## src/rtl/audio_i2s_tx.sv

```systemverilog
// audio_i2s_tx: FIFO-buffered I2S / left-justified / TDM serial audio transmitter
module audio_i2s_tx #(
    parameter int DATA_W     = 24,
    parameter int SLOT_W     = 32,
    parameter int NCH        = 2,
    parameter int BCLK_DIV   = 4,
    parameter int FIFO_DEPTH = 8
) (
    input  logic                          clk,
    input  logic                          rst,
    input  logic                          enable,
    input  logic                          mode,
    input  logic [NCH*DATA_W-1:0]         in_data,
    input  logic                          in_valid,
    output logic                          in_ready,
    output logic                          bclk,
    output logic                          lrck,
    output logic                          sdata,
    output logic [$clog2(FIFO_DEPTH):0]   fifo_level,
    output logic                          underrun,
    input  logic                          underrun_clr
);
    localparam int TOT = NCH * SLOT_W;
    localparam int FW  = NCH * DATA_W;
    localparam int AW  = $clog2(FIFO_DEPTH);
    localparam int LW  = AW + 1;
    localparam int PW  = $clog2(TOT);
    localparam int DW  = $clog2(BCLK_DIV);

    logic [FW-1:0] mem [FIFO_DEPTH];
    logic [AW-1:0] wr_ptr, rd_ptr;
    logic [FW-1:0] cur, nxt_frame, fr;
    logic [DW-1:0] div;
    logic [PW-1:0] per;
    logic          running, mode_r, m;
    logic          push, pop, period_end, frame_start, bit_event;
    logic          sd_next, lr_next;
    int            np;

    // Bit of the left-justified stream at period p: DATA_W sample bits MSB first, then zero pad
    function automatic logic slot_bit(input logic [FW-1:0] f, input int p);
        int s, b;
        s = p / SLOT_W;
        b = p % SLOT_W;
        if (b >= DATA_W) return 1'b0;
        return f[s*DATA_W + DATA_W - 1 - b];
    endfunction

    assign in_ready    = fifo_level != LW'(FIFO_DEPTH);
    assign push        = in_valid && in_ready;
    assign period_end  = running && (int'(div) == BCLK_DIV - 1);
    assign frame_start = enable && (!running || (period_end && int'(per) == TOT - 1));
    assign bit_event   = frame_start || (enable && period_end);
    assign pop         = frame_start && (fifo_level != '0);
    assign np          = frame_start ? 0 : int'(per) + 1;
    assign bclk        = running && (int'(div) >= BCLK_DIV / 2);

    // Next sdata/lrck values for the bit period about to begin; I2S mode lags one period
    always_comb begin
        nxt_frame = pop ? mem[rd_ptr] : '0;
        fr        = frame_start ? nxt_frame : cur;
        m         = frame_start ? mode : mode_r;
        sd_next   = m ? slot_bit(fr, np) : (np == 0 ? slot_bit(cur, TOT - 1) : slot_bit(fr, np - 1));
        lr_next   = (NCH == 2) ? (np >= SLOT_W) : (m ? (np == 0) : (np == TOT - 1));
    end

    // Bit-clock divider, period counter and serial output registers
    always_ff @(posedge clk or posedge rst) begin
        if (rst) begin
            running <= 1'b0;
            div     <= '0;
            per     <= '0;
            cur     <= '0;
            mode_r  <= 1'b0;
            lrck    <= 1'b0;
            sdata   <= 1'b0;
        end else if (!enable) begin
            running <= 1'b0;
            div     <= '0;
            per     <= '0;
            cur     <= '0;
            lrck    <= 1'b0;
            sdata   <= 1'b0;
        end else begin
            running <= 1'b1;
            div     <= (frame_start || period_end) ? '0 : div + 1'b1;
            if (bit_event) begin
                per   <= PW'(np);
                lrck  <= lr_next;
                sdata <= sd_next;
            end
            if (frame_start) begin
                cur    <= nxt_frame;
                mode_r <= mode;
            end
        end
    end

    // FIFO pointers, occupancy and sticky underrun (set wins over clear)
    always_ff @(posedge clk or posedge rst) begin
        if (rst) begin
            wr_ptr     <= '0;
            rd_ptr     <= '0;
            fifo_level <= '0;
            underrun   <= 1'b0;
        end else begin
            if (push) wr_ptr <= wr_ptr + 1'b1;
            if (pop) rd_ptr <= rd_ptr + 1'b1;
            fifo_level <= fifo_level + LW'(push) - LW'(pop);
            if (frame_start && fifo_level == '0) underrun <= 1'b1;
            else if (underrun_clr) underrun <= 1'b0;
        end
    end

    // FIFO storage
    always_ff @(posedge clk) begin
        if (push) mem[wr_ptr] <= in_data;
    end
endmodule

```

## config.mk

```make
export PLATFORM = sky130hd
export DESIGN_NAME = audio_i2s_tx
export DESIGN_NICKNAME = d
export VERILOG_FILES = /design/src/rtl/audio_i2s_tx.sv
export SDC_FILE = /design/constraint.sdc
export NUM_CORES = 1
export LEC_CHECK = 0
export ABC_AREA = 1
export CAP_MARGIN = 0
export CORE_ASPECT_RATIO = 1.25
export CORE_MARGIN = 10
export CORE_UTILIZATION = 50
export CTS_CLUSTER_DIAMETER = 60
export DETAILED_ROUTE_END_ITERATION = 7
export PLACE_DENSITY = 0.67
export SLEW_MARGIN = 25
export SYNTH_ARGS = -nofsm -noshare
export SYNTH_HDL_FRONTEND = slang
export SYNTH_SLANG_ARGS = --single-unit
export TNS_END_PERCENT = 10
```

## constraint.sdc

```tcl
create_clock -name clk -period 4.5 [get_ports clk]
set_input_delay 0.9 -clock clk [delete_from_list [all_inputs] [get_ports clk]]
set_output_delay 0.9 -clock clk [all_outputs]
set_load 0.1 [all_outputs]
```

==> metrics.log <==
[metrics] Post-Synthesis Cells: 1933
[metrics] final count of pins violating max slew: 0
[metrics] number of nets at the end of the flow: 2065
[metrics] startpoint of the most critical register-to-register path: per[0]
[metrics] sinks on the clock net: 455
[metrics] total buffers and inverters traversed by the critical path: 7
[metrics] routability congestion estimate from global placement: 0.936
[metrics] master cell of the clock root buffer: sky130_fd_sc_hd__clkbuf_16
[metrics] Cell Rows: 81
[metrics] via count of the first global-routing pass: 12.9k
[metrics] number of register bits inferred by synthesis: 455
[metrics] Port Buffer Count: 62
[metrics] Total Power Consumption: 0.0137 W
[metrics] slowest stage delay, CP: 0.51 ns
[metrics] Max Clock Skew: 0.0281 ns
[metrics] Crit. path cell count: 24
[metrics] count of warnings emitted by yosys: 0
[metrics] worst IR drop on VDD: 0.000484 V
[metrics] most common library cell in the layout ignoring fill and taps: sky130_fd_sc_hd__nand2_1
[metrics] average cell area after synthesis: 10.3 sq um
[metrics] measured slew at the worst slew-check pin: 0.990 ns
[metrics] Critical Path AT: 4.43 ns
[metrics] core footprint: 0.0392 sq mm
[metrics] die outline height: 243 um
[metrics] number of cells on the worst reg-to-reg path: 24
[metrics] worst-path maximum fanout: 9
[metrics] CP endpoint: sdata
[metrics] Final WS setup: 0.552 ns
[metrics] clock input transition at the sequential cells of the worst setup and hold paths: 0.06 ns
[metrics] total gr overflow: 0
[metrics] cts repair resizes: 0
[metrics] number of library cell types mapped by synthesis: 32
[metrics] drt pass-1 iters: 5
[metrics] global routing usage summed across all routing layers: 0.192
[metrics] critical path launch point type: input port
[metrics] Avg Vias per Cell: 5.36
[metrics] setup slack at placement: 0.0636 ns
[metrics] max cap viols: 0
[metrics] worst flop-to-flop path endpoint: sdata
[metrics] worst rel slew slack: 0.338
[metrics] number of vias after detailed routing: 13.5k
[metrics] proportion of layout cells with a drive suffix above 1: 0.0678
[metrics] DRC marker count from the first detailed-route iteration: 1061
[metrics] combinational power share: 0.340
[metrics] highest clock frequency the design can meet: 0.253 GHz
[metrics] most frequent cell on the critical path: sky130_fd_sc_hd__ha_1
[metrics] antenna violations before repair: 0
[metrics] Leak Pwr: 9.06 nW
[metrics] Pwr per Cell Area: 607 mW/mm^2
[metrics] hold violation count in the final report: 0
[metrics] area taken by flip-flops and latches: 0.0133 sq mm
[metrics] total wire length: 46400 um
[metrics] Sequential Power Share: 0.401
[metrics] tightest hold margin: 0.453 ns
[metrics] Max Root-Sink Buffers: 3
[metrics] result of the run: finished, final reports clean
[metrics] buffer count from post-CTS setup fixing: 0
[metrics] clock tree from TritonCTS: built
[metrics] endpoint kind of the worst setup timing path: flop
[metrics] die outline width: 198 um
[metrics] half-perimeter wire length after detailed placement: 26900 um
[metrics] top library cells by usage in the layout, fill and taps aside: sky130_fd_sc_hd__nand2_1, sky130_fd_sc_hd__edfxtp_1, sky130_fd_sc_hd__nand3_1
[metrics] count of boundary I/O pins: 63
[metrics] wire length of the first global-routing pass: 72700 um
[metrics] share of total power in the clock network: 0.259
[metrics] synthesized net count: 2011
[metrics] starting utilization of the core area: 0.506
[metrics] endpoints failing setup: 0
[metrics] Internal Dissipation: 0.00862 W
[metrics] H-Tree Level Count: 2
[metrics] RSZ-0062 raised after global routing: no
[metrics] shortest period the worst path allows: 3.95 ns
[metrics] number of CTS-inserted buffers: 44
[metrics] delay-heaviest family, CP: adder cells
[metrics] area used by multi-input combinational logic: 0.00576 sq mm
[metrics] synthesis-to-finish area growth: 13.5%
[metrics] residual antenna-violating net count after detailed routing: 0
[metrics] pin count of the biggest net entering global routing: 199
[metrics] final-layout fill cell count: 3253
[metrics] start point of the critical path: enable
[metrics] netlist area before placement: 0.0198 sq mm
[metrics] Sw Pwr: 0.00503 W
[metrics] required time of the worst setup path: 4.98 ns
[metrics] diode count: 0
[metrics] per-cell routed wire length: 18.4 um
[metrics] type of the worst setup path: in -> reg
[metrics] register area share after synthesis: 0.671
[metrics] worst min-delay path class: reg -> reg
[metrics] Post-CTS Hold Fix Bufs: 0
[metrics] net switching share of the total power: 0.369
[metrics] internal reg-to-reg setup slack: 0.67 ns
[metrics] area of the die: 0.0481 sq mm
[metrics] clock latency on the worst-skew pair: 0.56 ns
[metrics] Slowest-stage cell, CP: sky130_fd_sc_hd__clkdlybuf4s50_1
[metrics] chain of cells forming the critical path: clkdlybuf4s50_1, o21ai_4, inv_2, nand2_4, inv_1, a21oi_1, o21ai_1, ha_1, nand3_1, inv_1, ha_1, ha_1, ha_1, inv_1, ha_1, inv_1, ha_1, inv_1, nand3_1, a21oi_1, nand2_1, nand2_1, nand3_1, nand2_1
[metrics] number of DRC violations after detailed routing: 0
[metrics] Final period util: 0.877
registers in the layout (all words and copies together) (netlist names):
name	count
running	1
wr_ptr	3
per	6
sdata	1
fifo_level	4
div	2
lrck	1
mem	384
cur	48
underrun	1
mode_r	1
rd_ptr	3
how the worst min path moves through the flow:
stage                 from     end  slack, ns  cells past startpoint
floorplan           div[0]  div[0]       0.43                      1
global placement    div[0]  div[0]       0.45                      1
detailed placement  div[0]  div[0]       0.45                      1
CTS                 div[0]  div[0]       0.46                      1
global route        div[0]  div[0]       0.48                      1
finish              div[0]  div[0]       0.45                      1
per-layer routing:
metal | track usage | wire length [um]
met2 | 0.315 | 22600
met5 | 0 | 0
met1 | 0.253 | 20100
met4 | 0.0709 | 1310
met3 | 0.0296 | 2450
power by group through the flow:
stage	combinational [W]	clock (W)	sequential (W)
CTS	0.00468	0.00360	0.00547
detailed placement	0.00467	0	0.00556
finish	0.00465	0.00353	0.00547
floorplan	0.00313	0	0.00563
global route	0.00521	0.00377	0.00552
global placement	0.00459	0	0.00554
cell families after synthesis:
kind of cell | Yosys count | synth area share
and+or+nand+nor | 1152 | 0.239
DFF | 455 | 0.671
buffers and inverters | 193 | 0.0419
AOI/OAI and AO/OA | 93 | 0.0247
adders and majority gates | 24 | 0.0159
xor gates and xnor gates | 16 | 0.00744
through the flow:
step                      cells  cell area, sq um  setup TNS (ns)  utilization
after floorplan            1933             19800         -213.73            -
after global placement     2439             21100               0        0.538
after detailed placement   2439             21100               0        0.538
after CTS                  2519             22500               0        0.574
after global routing       2519             22500               0        0.574
final                      2519             22500               0        0.574
synth_stat cells (all sizes together):
| cell | n | area [sq um] |
|---|---|---|
| nand2 | 790 | 2980 |
| ha | 22 | 275 |
| xnor2 | 4 | 35.0 |
| dfrtp | 71 | 1780 |
| or2 | 3 | 18.8 |
| nand3 | 292 | 1480 |
| o22ai | 6 | 37.5 |
| o31ai | 1 | 7.51 |
| clkinv | 1 | 3.75 |
| xor2 | 12 | 113 |
| edfxtp | 384 | 11500 |
| nand4 | 1 | 6.26 |
| clkbuf | 28 | 105 |
| a21oi | 43 | 215 |
| o21ai | 43 | 230 |
| buf | 70 | 369 |
| inv | 94 | 353 |
| nor2 | 66 | 260 |
| fa | 2 | 40.0 |
layout make-up:
| cell class | count | area share |
|---|---|---|
| clock buffer | 63 | 0.0549 |
| clock inverter | 17 | 0.00667 |
| timing repair buffer | 106 | 0.0473 |
| sequential | 455 | 0.592 |
| inverter | 95 | 0.0160 |
| multi-input combinational | 1285 | 0.256 |
| tap | 498 | 0.0277 |
No activity file was read; power rests on OpenSTA's default activity.
